--- src/rtl/seg_display_mux.sv ---
// -----------------------------------------------------------------------------
// seg_display_mux
//
// Multiplexed seven-segment display controller. A value captured on a load
// strobe is shown as hex, unsigned decimal or signed decimal. Decimal values
// are converted by a sequential shift-add-3 (double-dabble) engine, one bit
// per clock. The DIGITS glyphs are then time-multiplexed onto one shared
// segment bus. Leading-zero blanking, per-digit decimal points and an "Err"
// overflow display are supported.
//
// Ports:
//   clk        system clock, all state on the rising edge
//   rst        asynchronous active-low reset
//   value      value to display, sampled on an accepted load
//   mode       00 hex, 01 unsigned dec, 10 signed dec, 11 blank (sampled)
//   load       capture strobe, accepted only while busy=0
//   blank_lz   1 = blank leading zeros (sampled on load)
//   dp_mask    live per-digit decimal point enables
//   busy       decimal conversion in progress
//   err        last loaded value did not fit the display
//   digit_out  [7:1] segments a..g (a = bit 7), [0] decimal point, active-high
//   cs_out     active-low one-hot digit select, bit 0 = rightmost digit
// -----------------------------------------------------------------------------
module seg_display_mux #(
    parameter int DIGITS      = 4,
    parameter int WIDTH       = 32,
    parameter int REFRESH_DIV = 10000
) (
    input  logic              clk,
    input  logic              rst,
    input  logic [WIDTH-1:0]  value,
    input  logic [1:0]        mode,
    input  logic              load,
    input  logic              blank_lz,
    input  logic [DIGITS-1:0] dp_mask,
    output logic              busy,
    output logic              err,
    output logic [7:0]        digit_out,
    output logic [DIGITS-1:0] cs_out
);

    localparam int CNT_W  = $clog2(REFRESH_DIV);
    localparam int SCAN_W = $clog2(DIGITS);
    localparam int STEP_W = $clog2(WIDTH + 1);
    localparam int BCD_W  = 4 * DIGITS;
    localparam int SEG_W  = 7 * DIGITS;

    localparam logic [1:0] MODE_HEX   = 2'b00;
    localparam logic [1:0] MODE_UDEC  = 2'b01;
    localparam logic [1:0] MODE_SDEC  = 2'b10;
    localparam logic [1:0] MODE_BLANK = 2'b11;

    localparam logic [6:0] SEG_BLANK = 7'b0000000;
    localparam logic [6:0] SEG_MINUS = 7'b0000001;
    localparam logic [6:0] SEG_R     = 7'b0000101;
    localparam logic [6:0] SEG_E     = 7'b1001111;

    function automatic logic [6:0] seg_of(input logic [3:0] n);
        logic [6:0] s;
        case (n)
            4'h0:    s = 7'b1111110;
            4'h1:    s = 7'b0110000;
            4'h2:    s = 7'b1101101;
            4'h3:    s = 7'b1111001;
            4'h4:    s = 7'b0110011;
            4'h5:    s = 7'b1011011;
            4'h6:    s = 7'b1011111;
            4'h7:    s = 7'b1110000;
            4'h8:    s = 7'b1111111;
            4'h9:    s = 7'b1111011;
            4'hA:    s = 7'b1110111;
            4'hB:    s = 7'b0011111;
            4'hC:    s = 7'b1001110;
            4'hD:    s = 7'b0111101;
            4'hE:    s = 7'b1001111;
            default: s = 7'b1000111;
        endcase
        return s;
    endfunction

    // Scan state
    logic [CNT_W-1:0]  cnt_q, cnt_d;
    logic [SCAN_W-1:0] scan_q, scan_d;

    // Display state
    logic [SEG_W-1:0]  glyph_q, glyph_d;
    logic              err_q, err_d;

    // Capture / conversion state
    logic              busy_q, busy_d;
    logic              pend_q, pend_d;      // hex/blank format pending next edge
    logic [STEP_W-1:0] step_q, step_d;
    logic [WIDTH-1:0]  mag_q, mag_d;
    logic [BCD_W-1:0]  bcd_q, bcd_d;
    logic              ovf_q, ovf_d;
    logic [1:0]        fmt_mode_q, fmt_mode_d;
    logic              blank_lz_q, blank_lz_d;
    logic              neg_q, neg_d;

    // Combinational helpers
    logic [BCD_W-1:0]  bcd_adj;
    logic [BCD_W-1:0]  hex_src;
    logic [BCD_W-1:0]  src;
    logic [SCAN_W-1:0] msd;
    logic              fmt_err;
    logic [SEG_W-1:0]  fmt_seg;
    logic [WIDTH-1:0]  mag_in;

    // Double-dabble adjust: every BCD digit >= 5 gets +3 before the shift.
    // A digit never exceeds 9 while the value fits, so +3 stays within 4 bits.
    for (genvar gi = 0; gi < DIGITS; gi++) begin : g_adj
        assign bcd_adj[4*gi +: 4] = (bcd_q[4*gi +: 4] >= 4'd5)
                                  ? bcd_q[4*gi +: 4] + 4'd3
                                  : bcd_q[4*gi +: 4];
    end

    // Hex source: low 4*DIGITS bits of the captured value, zero-extended
    // when the value is narrower than the display.
    for (genvar gi = 0; gi < BCD_W; gi++) begin : g_hex
        if (gi < WIDTH) begin : g_bit
            assign hex_src[gi] = mag_q[gi];
        end else begin : g_zero
            assign hex_src[gi] = 1'b0;
        end
    end

    assign src = (fmt_mode_q == MODE_HEX) ? hex_src : bcd_q;

    // Most significant nonzero digit (0 when everything is zero, so digit 0
    // is always shown under leading-zero blanking).
    always_comb begin
        msd = '0;
        for (int i = 0; i < DIGITS; i++) begin
            if (src[4*i +: 4] != 4'd0) begin
                msd = SCAN_W'(i);
            end
        end
    end

    // A negative number needs one extra position for the minus sign.
    assign fmt_err = ((fmt_mode_q == MODE_UDEC) || (fmt_mode_q == MODE_SDEC))
                   && (ovf_q || (neg_q && (msd == SCAN_W'(DIGITS - 1))));

    for (genvar gi = 0; gi < DIGITS; gi++) begin : g_fmt
        localparam logic [6:0] ERR_SEG = (gi < 2) ? SEG_R :
                                         (gi == 2) ? SEG_E : SEG_BLANK;
        assign fmt_seg[7*gi +: 7] =
            (fmt_mode_q == MODE_BLANK)                        ? SEG_BLANK :
            fmt_err                                           ? ERR_SEG   :
            (neg_q && blank_lz_q && (int'(msd) + 1 == gi))    ? SEG_MINUS :
            (neg_q && !blank_lz_q && (gi == DIGITS - 1))      ? SEG_MINUS :
            (blank_lz_q && (int'(msd) < gi))                  ? SEG_BLANK :
                                                                seg_of(src[4*gi +: 4]);
    end

    // Signed magnitude; 2^(WIDTH-1) negates to itself and reads back exactly
    // when taken as unsigned.
    assign mag_in = ((mode == MODE_SDEC) && value[WIDTH-1])
                  ? (~value + WIDTH'(1)) : value;

    always_comb begin
        // Continuous scan
        cnt_d  = cnt_q + CNT_W'(1);
        scan_d = scan_q;
        if (cnt_q == CNT_W'(REFRESH_DIV - 1)) begin
            cnt_d  = '0;
            scan_d = (scan_q == SCAN_W'(DIGITS - 1)) ? '0 : scan_q + SCAN_W'(1);
        end

        glyph_d    = glyph_q;
        err_d      = err_q;
        busy_d     = busy_q;
        pend_d     = 1'b0;
        step_d     = step_q;
        mag_d      = mag_q;
        bcd_d      = bcd_q;
        ovf_d      = ovf_q;
        fmt_mode_d = fmt_mode_q;
        blank_lz_d = blank_lz_q;
        neg_d      = neg_q;

        if (busy_q) begin
            if (step_q != STEP_W'(WIDTH)) begin
                bcd_d  = {bcd_adj[BCD_W-2:0], mag_q[WIDTH-1]};
                ovf_d  = ovf_q | bcd_adj[BCD_W-1];
                mag_d  = mag_q << 1;
                step_d = step_q + STEP_W'(1);
            end else begin
                // err moves with the glyphs so the dp suppression always
                // matches the text on the display.
                glyph_d = fmt_seg;
                err_d   = fmt_err;
                busy_d  = 1'b0;
            end
        end

        if (pend_q) begin
            glyph_d = fmt_seg;
            err_d   = fmt_err;
        end

        if (load && !busy_q) begin
            fmt_mode_d = mode;
            blank_lz_d = blank_lz;
            if ((mode == MODE_UDEC) || (mode == MODE_SDEC)) begin
                neg_d  = (mode == MODE_SDEC) && value[WIDTH-1];
                mag_d  = mag_in;
                bcd_d  = '0;
                ovf_d  = 1'b0;
                step_d = '0;
                busy_d = 1'b1;
            end else begin
                neg_d  = 1'b0;
                mag_d  = value;
                ovf_d  = 1'b0;
                pend_d = 1'b1;
            end
        end
    end

    always_ff @(posedge clk or negedge rst) begin
        if (!rst) begin
            cnt_q      <= '0;
            scan_q     <= '0;
            glyph_q    <= '0;
            err_q      <= 1'b0;
            busy_q     <= 1'b0;
            pend_q     <= 1'b0;
            step_q     <= '0;
            mag_q      <= '0;
            bcd_q      <= '0;
            ovf_q      <= 1'b0;
            fmt_mode_q <= MODE_BLANK;
            blank_lz_q <= 1'b0;
            neg_q      <= 1'b0;
        end else begin
            cnt_q      <= cnt_d;
            scan_q     <= scan_d;
            glyph_q    <= glyph_d;
            err_q      <= err_d;
            busy_q     <= busy_d;
            pend_q     <= pend_d;
            step_q     <= step_d;
            mag_q      <= mag_d;
            bcd_q      <= bcd_d;
            ovf_q      <= ovf_d;
            fmt_mode_q <= fmt_mode_d;
            blank_lz_q <= blank_lz_d;
            neg_q      <= neg_d;
        end
    end

    assign busy      = busy_q;
    assign err       = err_q;
    assign cs_out    = ~(DIGITS'(1) << scan_q);
    assign digit_out = {glyph_q[7*scan_q +: 7], dp_mask[scan_q] & ~err_q};

endmodule

--- config.mk ---
export PLATFORM = sky130hd
export DESIGN_NAME = seg_display_mux
export DESIGN_NICKNAME = d
export VERILOG_FILES = /design/src/rtl/seg_display_mux.sv
export SDC_FILE = /design/constraint.sdc
export NUM_CORES = 1
export LEC_CHECK = 0
export CAP_MARGIN = 20
export CORE_ASPECT_RATIO = 2
export CORE_MARGIN = 10
export CORE_UTILIZATION = 65
export CTS_BUF_LIST = sky130_fd_sc_hd__clkbuf_2
export CTS_CLUSTER_SIZE = 10
export DETAILED_ROUTE_END_ITERATION = 8
export GPL_TIMING_DRIVEN = 0
export PLACE_DENSITY = 0.91
export SYNTH_ARGS = -nofsm -noshare
export SYNTH_HDL_FRONTEND = slang
export SYNTH_SLANG_ARGS = --single-unit
--- constraint.sdc ---
create_clock -name clk -period 8.27 [get_ports clk]
set_input_delay 0.827 -clock clk [delete_from_list [all_inputs] [get_ports clk]]
set_output_delay 0.827 -clock clk [all_outputs]
set_load 0.02 [all_outputs]
==> impl_results.md <==
* Status: finished clean
* Post-Layout Inst Area at 0.00796 mm2
* HP Class: in -> async
* CP Capture Type: flip-flop
* Max-slew violations at 0
* Worst EP arrival at 4.77 ns
* Worst path bufs/invs at 5
* Clock Sink Count at 106
* # Max-Cap Violations at 0
* WS Path Type: reg -> reg
* CP startpoint kind: flip-flop
* Pwr Density at 362 mW/mm2
* Antenna Nets Post-Route at 0
* Seq cells post-synth at 106
* Worst Skew at 0.0457 ns
* Final Hold Vio Count at 0
* Gate count of the mapped netlist at 818
* # hold bufs at CTS at 0
* Tot GR Track Use at 25.3%
* Synth Cell Area at 0.00711 mm2
* Wire length of the first global-routing pass at 32200 um
* Asr flop ratio synth at 100%
* Horiz. Die Dim at 93.9 um
* Drt pass-1 iters at 5
* Vias in the first global route at 6849
* Core Rows at 54
* Clk root buf: clkbuf_2
* Starting density of the core at 65.8%
* Vias at 6529
* Overall Power at 2.88 mW
* Nets at 969
* Worst-Margin Slew at 1.08 ns
* EDFF count, synth at 0
* Post-DP Area at 0.00786 mm2
* Layout cell share with drive strength beyond 1 at 6.18%
* # IOs at 56
* Worst-Skew Late Latency at 0.64 ns
* Overflow after GRT at 0
* Sequential area share after synthesis at 37.4%
* Minimum clock period at 4.24 ns
* Pre-CTS worst setup slack at 4.11 ns
* Multi-input logic area at 0.00414 mm2
* Max stage delay on crit path at 0.92 ns
* Clock-pin slew on the worst setup and hold paths at 0.31 ns
* CP top delay family: compound AO/OA/AOI/OAI gates
* Setup_tns at 0 ns
* CTS H-tree depth at 3
* Hold_ws at 0.112 ns
* Vias/cell at 6.33
* Predominant post-synthesis flop cell: dfrtp_1
* # fillers at 825
* DRT iter0 DRCs at 410
* Ys Warns at 0
* Max IR drop VDD at 165 uV
* Hpwl dp at 15500 um
* Max-Slew Margin vs Limit at 27.7%
* Crit path max fanout at 10
* Core area at 0.0108 mm2
* Final Setup Violations at 0
* Synthesized net count at 902
* DRC at 0
* P&R area growth vs syn at 12.0%
* Setup bufs post-CTS at 0
* Fin crit share at 51.3%
* CTS buffer count at 9
* Die ar. at 0.0158 mm2
* Crit-path cells: inv_1 > ha_1 > clkbuf_1 > buf_2 > buf_2 > o21ai_0 > inv_1 > ha_1 > nor4b_1 > o31ai_1 > nor3_1 > and3_1 > a32o_1
* FMAX at 236 MHz
* Initial antenna violation count at 1
* Final setup margin at 4.03 ns
* CTS tree: built
* Crit-path slowest cell: o31ai_1
* GP Congestion at 0.954
* Netlist cell types at 60
* CTS resizes at 0
* PortBufs at 55
* Largest net degree at the start of global routing at 72
* WL/cell at 19.1 um
* Die H at 168 um
* Pleak at 3.43 nW
* Mean cell area of the mapped netlist at 8.69 um2
* CP required at 8.80 ns
* CTS Buffer Depth at 2
* Reg area at 0.00266 mm2
* Total wire length at 19700 um
* RSZ-0062 raised after global routing: no
==> sequential cells by signal, indices dropped and copies added, names as in the netlist, 2 cells and up <==
name	cells
mag_q	32
scan_q	2
glyph_q	28
fmt_mode_q	2
bcd_q	16
cnt_q	14
step_q	6
==> layout make-up <==
type | count | area share (%)
multi-input combinational | 632 | 52.0
sequential | 106 | 33.3
buffer | 45 | 2.23
timing repair buffer | 56 | 7.23
clock buffer | 10 | 0.628
antenna | 1 | 0.0314
inverter | 35 | 1.65
clock inverter | 6 | 0.660
tap | 140 | 2.20
==> cell usage after synthesis, drive strengths merged, types with 9 or more instances <==
cell type,n,area [um2]
a31oi,20,125
xnor2,16,140
inv,35,131
nor2,48,180
nand2,124,465
or3,11,71.3
clkbuf,36,135
ha,42,526
mux2i,20,200
o31ai,16,120
buf,9,42.5
nor3,20,100
dfrtp,104,2600
a21oi,42,210
nand3,32,160
and3,29,181
xor2,30,263
o21ai,57,285
==> path summary, 6_finish.rpt <==
path                               startpoint             to  slack [ns]  cells past startpoint
worst min register to register    glyph_q[20]    glyph_q[20]        0.52                      2
worst max-delay path            fmt_mode_q[0]    glyph_q[27]        4.03                     13
worst min-delay path                      rst       cnt_q[3]        0.11                      1
worst max register to register  fmt_mode_q[0]    glyph_q[27]        4.03                     13
max in group asynchronous                 rst  fmt_mode_q[0]        7.45                      2
min in group clk                  glyph_q[20]    glyph_q[20]        0.52                      2
==> power by group <==
part | internal (mW) | total (mW) | leakage [nW] | switching, mW
logic | 0.705 | 1.74 | 2.05 | 1.03
registers | 0.731 | 0.920 | 1.31 | 0.189
clock network | 0.0446 | 0.227 | 0.0602 | 0.183
==> cell families after synthesis <==
group,count (synthesis),share of synthesized area (%)
xor+xnor,46,5.67
compound gates,190,16.9
mux,36,6.62
fa+ha+maj,42,7.39
buf+inv,80,4.35
flops,106,37.4
simple gates,318,21.7
==> through the flow <==
stage	util, %	cells
after floorplan	-	818
after global placement	72.5	1013
after detailed placement	72.7	1014
after CTS	73.6	1030
after global routing	73.7	1031
final	73.7	1031
==> placed cells by master, fill, tap and decap left out, types with 5 or more instances in the layout <==
| cell type | count |
|---|---|
| nand2_1 | 124 |
| dfrtp_1 | 104 |
| o21ai_0 | 57 |
| clkdlybuf4s50_1 | 54 |
| nor2_1 | 48 |
| a21oi_1 | 42 |
| ha_1 | 42 |
| clkbuf_1 | 36 |
| inv_1 | 35 |
| nand3_1 | 32 |
| xor2_1 | 30 |
| and3_1 | 29 |
| mux2i_1 | 20 |
| nor3_1 | 20 |
| a31oi_1 | 20 |
| xnor2_1 | 16 |
| o31ai_1 | 16 |
| clkbuf_2 | 10 |
| or3_1 | 9 |
| nand2b_1 | 8 |
| mux4_2 | 8 |
| mux2_2 | 8 |
| nand4_1 | 7 |
| buf_2 | 7 |
| a22o_1 | 7 |
| o41ai_1 | 7 |
| nor2b_1 | 6 |
| and2_1 | 5 |
| a32o_1 | 5 |
| or2_2 | 5 |
| nor4_1 | 5 |
==> layer usage <==
layer / vias to the layer above / global-route usage (%) / wire length (um)
li1: 3050 / - / -
met1: 3129 / 23.1 / 6620
met2: 273 / 47.2 / 11000
met3: 77 / 4.32 / 1000
met4: 0 / 18.3 / 1150
met5: - / 0 / 0
No activity file was read; power rests on OpenSTA's default activity.
==> RTL edit 1, RTL diff (same flow settings) <==
Set the parameter `WIDTH` to 16 (it was 32).
--- a/src/rtl/seg_display_mux.sv
+++ b/src/rtl/seg_display_mux.sv
@@ -23,7 +23,7 @@
 // -----------------------------------------------------------------------------
 module seg_display_mux #(
     parameter int DIGITS      = 4,
-    parameter int WIDTH       = 32,
+    parameter int WIDTH       = 16,
     parameter int REFRESH_DIV = 10000
 ) (
     input  logic              clk,
Ports: changed (resized value); port bits go from 56 to 40. No check against the original RTL was run, so the function may have changed too.
==> RTL edit 1 against the unedited design <==
- setup slack gained 0.72 ns
- critical path depth stayed put
- critical endpoint is now glyph_q[14]
- sequential cell count is 17 lower
- sequential share of layout area down 0.64 points
- wire length is 22% lower
- power is 7.0% lower
- cell area decreased by 14%
- synthesized area down 14%
- largest cell class unchanged
- highest routed layer unchanged
==> RTL edit 1: results (changes against the unedited design) <==
post-synth cell types 74 (was 60); Final #Nets 784 (was 969); combinational share of power 0.617 (was 0.602); vias per cell 6.446 (was 6.333); top cells by area, synth dfrtp_1 (35%), ha_1 (8.6%), nand2_1 (5.4%), o21ai_0 (3.9%), mux4_2 (3.7%) (was dfrtp_1 (37%), ha_1 (7.4%), nand2_1 (6.5%), o21ai_0 (4.0%), xor2_1 (3.7%)); Overflow after GRT 0 (unchanged); postcts setup bufs 0 (unchanged); PortBufs 39 (was 55); initial antenna violation count 1 (unchanged); syn_nets 733 (was 902); Final setup viols 0 (unchanged); global-route wire length before repair 25.16 mm (was 32.20 mm); Worst R2R End glyph_q[14] (was glyph_q[27]); max reg flops 28 (was 32); CTS buffer count 9 (unchanged); DP HPWL 12.28 mm (was 15.55 mm); Max clock buf depth 2 (unchanged); Starting DRT DRC Count 261 (was 410); H-tree levels 3 (unchanged); first drt pass iteration count 6 (was 5); Top reg by flops glyph_q (was mag_q); VDD IR-drop max 0.2431 mV (was 0.1653 mV); commonest cells in the netlist nand2_1 (88), dfrtp_1 (87), nor2_1 (54) (was nand2_1 (124), dfrtp_1 (104), o21ai_0 (57)); final hold slack 0.1713 ns (was 0.1122 ns); CP Max Fanout 10 (unchanged); P_sw 0.001271 W (was 0.001404 W); RePlAce Congestion 0.9054 (was 0.9541); clock power share 0.092 (was 0.079); reg2reg setup slack 4.75 ns (was 4.03 ns); Reg clk slew, reported paths 0.23 ns (was 0.31 ns); total wire length 15.49 mm (was 19.74 mm); Async S/R FF share, synth 1.000 (unchanged); Slew headroom 0.5814 (was 0.2770); Root Driver clkbuf_2 (unchanged); Worst path slowest cell dfstp_2 (was o31ai_1); Hold Path Class input pin to async pin (unchanged); status complete, no violations (unchanged); latest clock arrival within the worst-skew pair 0.56 ns (was 0.64 ns); Seq/Total Area, Yosys 0.3635 (was 0.3735); Worst Reg2Reg Path Length in Cells 13 (unchanged); pin count of the biggest net entering global routing 57 (was 72); Critical path origin fmt_mode_q[1] (was fmt_mode_q[0]); layout cells sized above 1 0.1110 (was 0.06180); leak pwr 3.015 nW (was 3.427 nW); Top delay family on crit path compound AO/OA/AOI/OAI gates (unchanged); number of synthesis warnings 0 (unchanged); # resized after CTS 0 (unchanged); vias in the first global route 5377 (was 6849); slowest cell delay on critical path 0.59 ns (was 0.92 ns); Layout Skew 0.02256 ns (was 0.04573 ns); total global-route track usage 0.2292 (was 0.2529)
## RTL edit 1: worst max path at each step
stage | to | slack [ns] | cells after the start
after global routing | glyph_q[22] | 4.56 | 13
after detailed placement | glyph_q[22] | 4.79 | 13
final | glyph_q[14] | 4.75 | 13
after CTS | glyph_q[22] | 4.76 | 13
after global placement | step_q[1] | 3.31 | 1
after floorplan | glyph_q[22] | 5.18 | 13
## RTL edit 1: layer usage
metal  up-vias  track usage  share of wire
met5         -            0              0
met4         0       0.1851          0.073
met3        84      0.02899          0.043
met2       223       0.4075           0.53
met1      2552       0.2263           0.35
li1       2465            -              -
## RTL edit 1: cells by family after synthesis
family | share of synthesized area
AND/OR/NAND/NOR | 0.1905
AO/OA/AOI/OAI | 0.1626
flip-flops | 0.3635
buffers and inverters | 0.05507
adder cells (fa/ha/maj) | 0.08566
multiplexers | 0.09137
XOR/XNOR | 0.05140
## RTL edit 1: layout make-up
class | instances | area, sq um
tap | 104 | 130.1
inverter | 40 | 150.1
sequential | 89 | 2230
multi-input combinational | 502 | 3567
fill | 666 | 2502
timing repair buffer | 40 | 415.4
clock buffer | 11 | 55.05
clock inverter | 5 | 81.33
antenna | 1 | 2.502
buffer | 34 | 187.7
## RTL edit 1: per-stage QoR
step | instances | power (W) | area [sq um] | setup WS (ns) | util
after global placement | 808 | 0.002316 | 6655 | 3.310 | 0.7140
after global routing | 826 | 0.002887 | 6819 | 4.563 | 0.7315
after detailed placement | 809 | 0.002398 | 6680 | 4.788 | 0.7166
after floorplan | 665 | 0.001968 | 6135 | 5.178 | -
after CTS | 825 | 0.002655 | 6817 | 4.764 | 0.7313
final | 826 | 0.002683 | 6819 | 4.748 | 0.7315
==> RTL edit 2, RTL diff (same flow settings) <==
Made on the original files. Add an input register stage for `value`, `mode`, `load`, `blank_lz` and `dp_mask`, with the module's reset; this delays them by one clock.
--- a/src/rtl/seg_display_mux.sv
+++ b/src/rtl/seg_display_mux.sv
@@ -55,6 +55,28 @@
     localparam logic [6:0] SEG_R     = 7'b0000101;
     localparam logic [6:0] SEG_E     = 7'b1001111;
 
+    logic [WIDTH-1:0] value_q;
+    logic [1:0] mode_q;
+    logic load_q;
+    logic blank_lz_r;
+    logic [DIGITS-1:0] dp_mask_q;
+
+    always_ff @(posedge clk or negedge rst) begin
+        if (!rst) begin
+            value_q    <= '0;
+            mode_q     <= '0;
+            load_q     <= '0;
+            blank_lz_r <= '0;
+            dp_mask_q  <= '0;
+        end else begin
+            value_q    <= value;
+            mode_q     <= mode;
+            load_q     <= load;
+            blank_lz_r <= blank_lz;
+            dp_mask_q  <= dp_mask;
+        end
+    end
+
     function automatic logic [6:0] seg_of(input logic [3:0] n);
         logic [6:0] s;
         case (n)
@@ -155,8 +177,8 @@
 
     // Signed magnitude; 2^(WIDTH-1) negates to itself and reads back exactly
     // when taken as unsigned.
-    assign mag_in = ((mode == MODE_SDEC) && value[WIDTH-1])
-                  ? (~value + WIDTH'(1)) : value;
+    assign mag_in = ((mode_q == MODE_SDEC) && value_q[WIDTH-1])
+                  ? (~value_q + WIDTH'(1)) : value_q;
 
     always_comb begin
         // Continuous scan
@@ -199,11 +221,11 @@
             err_d   = fmt_err;
         end
 
-        if (load && !busy_q) begin
-            fmt_mode_d = mode;
-            blank_lz_d = blank_lz;
-            if ((mode == MODE_UDEC) || (mode == MODE_SDEC)) begin
-                neg_d  = (mode == MODE_SDEC) && value[WIDTH-1];
+        if (load_q && !busy_q) begin
+            fmt_mode_d = mode_q;
+            blank_lz_d = blank_lz_r;
+            if ((mode_q == MODE_UDEC) || (mode_q == MODE_SDEC)) begin
+                neg_d  = (mode_q == MODE_SDEC) && value_q[WIDTH-1];
                 mag_d  = mag_in;
                 bcd_d  = '0;
                 ovf_d  = 1'b0;
@@ -211,7 +233,7 @@
                 busy_d = 1'b1;
             end else begin
                 neg_d  = 1'b0;
-                mag_d  = value;
+                mag_d  = value_q;
                 ovf_d  = 1'b0;
                 pend_d = 1'b1;
             end
@@ -253,7 +275,7 @@
     assign busy      = busy_q;
     assign err       = err_q;
     assign cs_out    = ~(DIGITS'(1) << scan_q);
-    assign digit_out = {glyph_q[7*scan_q +: 7], dp_mask[scan_q] & ~err_q};
+    assign digit_out = {glyph_q[7*scan_q +: 7], dp_mask_q[scan_q] & ~err_q};
 
 endmodule
 
Function: changed (Yosys sat finds a counterexample within 4 cycles, from zero or initial values and one cycle with rst low).
==> RTL edit 2 against the unedited design <==
- power rose by 10%
- synthesized area is 16% higher
- setup slack better by 0.45 ns
- sequential cell count grew 40
- cell area is 16% higher
- wire length is 9.9% higher
- non-clock buffer count down 5
- critical path depth decreased by 9
- synthesized cell count is 5.3% higher
- critical path type is now flip-flop to output pin
==> RTL edit 2: results (changes against the unedited design) <==
Die ar. 17900 sq um (was 15770 sq um); DR vias 6997 (was 6529); Layout Skew 0.03335 ns (was 0.04573 ns); routed len/inst 19.70 um (was 19.14 um); DP Area 9034 sq um (was 7859 sq um); Final #Nets 1021 (was 969); Hold Path Class input pin to flip-flop (was input pin to async pin); multi-input combinational area share 0.4635 (was 0.5203); Worst Path Arrival 2.97 ns (was 4.77 ns); clkbuf count 20 (was 10); CTS Sinks 146 (was 106); Non-CTS inverters 42 (was 35); post-synthesis compound-gate area fraction 0.1542 (was 0.1692); layout cells sized above 1 0.09263 (was 0.06180); leak pwr 4.051 nW (was 3.427 nW); Worst R2R End glyph_q[13] (was glyph_q[27]); Starting DRT DRC Count 534 (was 410); RePlAce Congestion 0.9794 (was 0.9541); CP Max Fanout 9 (was 10); reg2reg setup slack 5.02 ns (was 4.03 ns); first drt pass iteration count 6 (was 5); Worst Reg2Reg Path Length in Cells 11 (was 13); post-synthesis xor/xnor area fraction 0.04768 (was 0.05668); Worst Max-Slew Pin Slew 0.9718 ns (was 1.075 ns); post-synth cell types 73 (was 60); status complete, no violations (unchanged); top cells by area, synth dfrtp_1 (44%), ha_1 (6.4%), nand2_1 (5.1%), o21ai_0 (3.9%), mux2i_1 (2.8%) (was dfrtp_1 (37%), ha_1 (7.4%), nand2_1 (6.5%), o21ai_0 (4.0%), xor2_1 (3.7%)); grt met2 use 0.4562 (was 0.4723); Hold-fix buffers, CTS 1 (was 0); total global-route track usage 0.2446 (was 0.2529); clock network share of area 0.02046 (was 0.01288); syn_nets 945 (was 902); footprint of the multi-input gates 4280 sq um (was 4144 sq um)
RTL edit 2: cell types whose count changed after synthesis, sizes merged, moves of 8 or more:
cell,change
nand2,-12
dfrtp,+40
or3,-8
clkbuf,-10
o21ai,+8
nor2,+8
and3,-13
RTL edit 2: critical path, cell delays in order, from the launching register on:
cell,delay [ns]
dfrtp_1,0.44
clkbuf_1,0.55
mux4_2,0.58
nor2b_1,0.14
clkdlybuf4s50_1,0.54
RTL edit 2: how the worst max path moves through the flow:
stage,start,to,slack [ns],cells past startpoint
floorplan,fmt_mode_q[0],glyph_q[7],5.51,11
global placement,rst,value_q[11],0.77,1
detailed placement,fmt_mode_q[0],glyph_q[13],5.07,11
CTS,scan_q[0],digit_out[0],4.42,4
global route,scan_q[0],digit_out[0],4.31,4
finish,scan_q[0],digit_out[0],4.47,4
RTL edit 2: report_power, final:
group,switching (W),internal (W)
registers,0.000217,0.000937
clock network,0.000276,0.0000830
logic,0.000950,0.000711
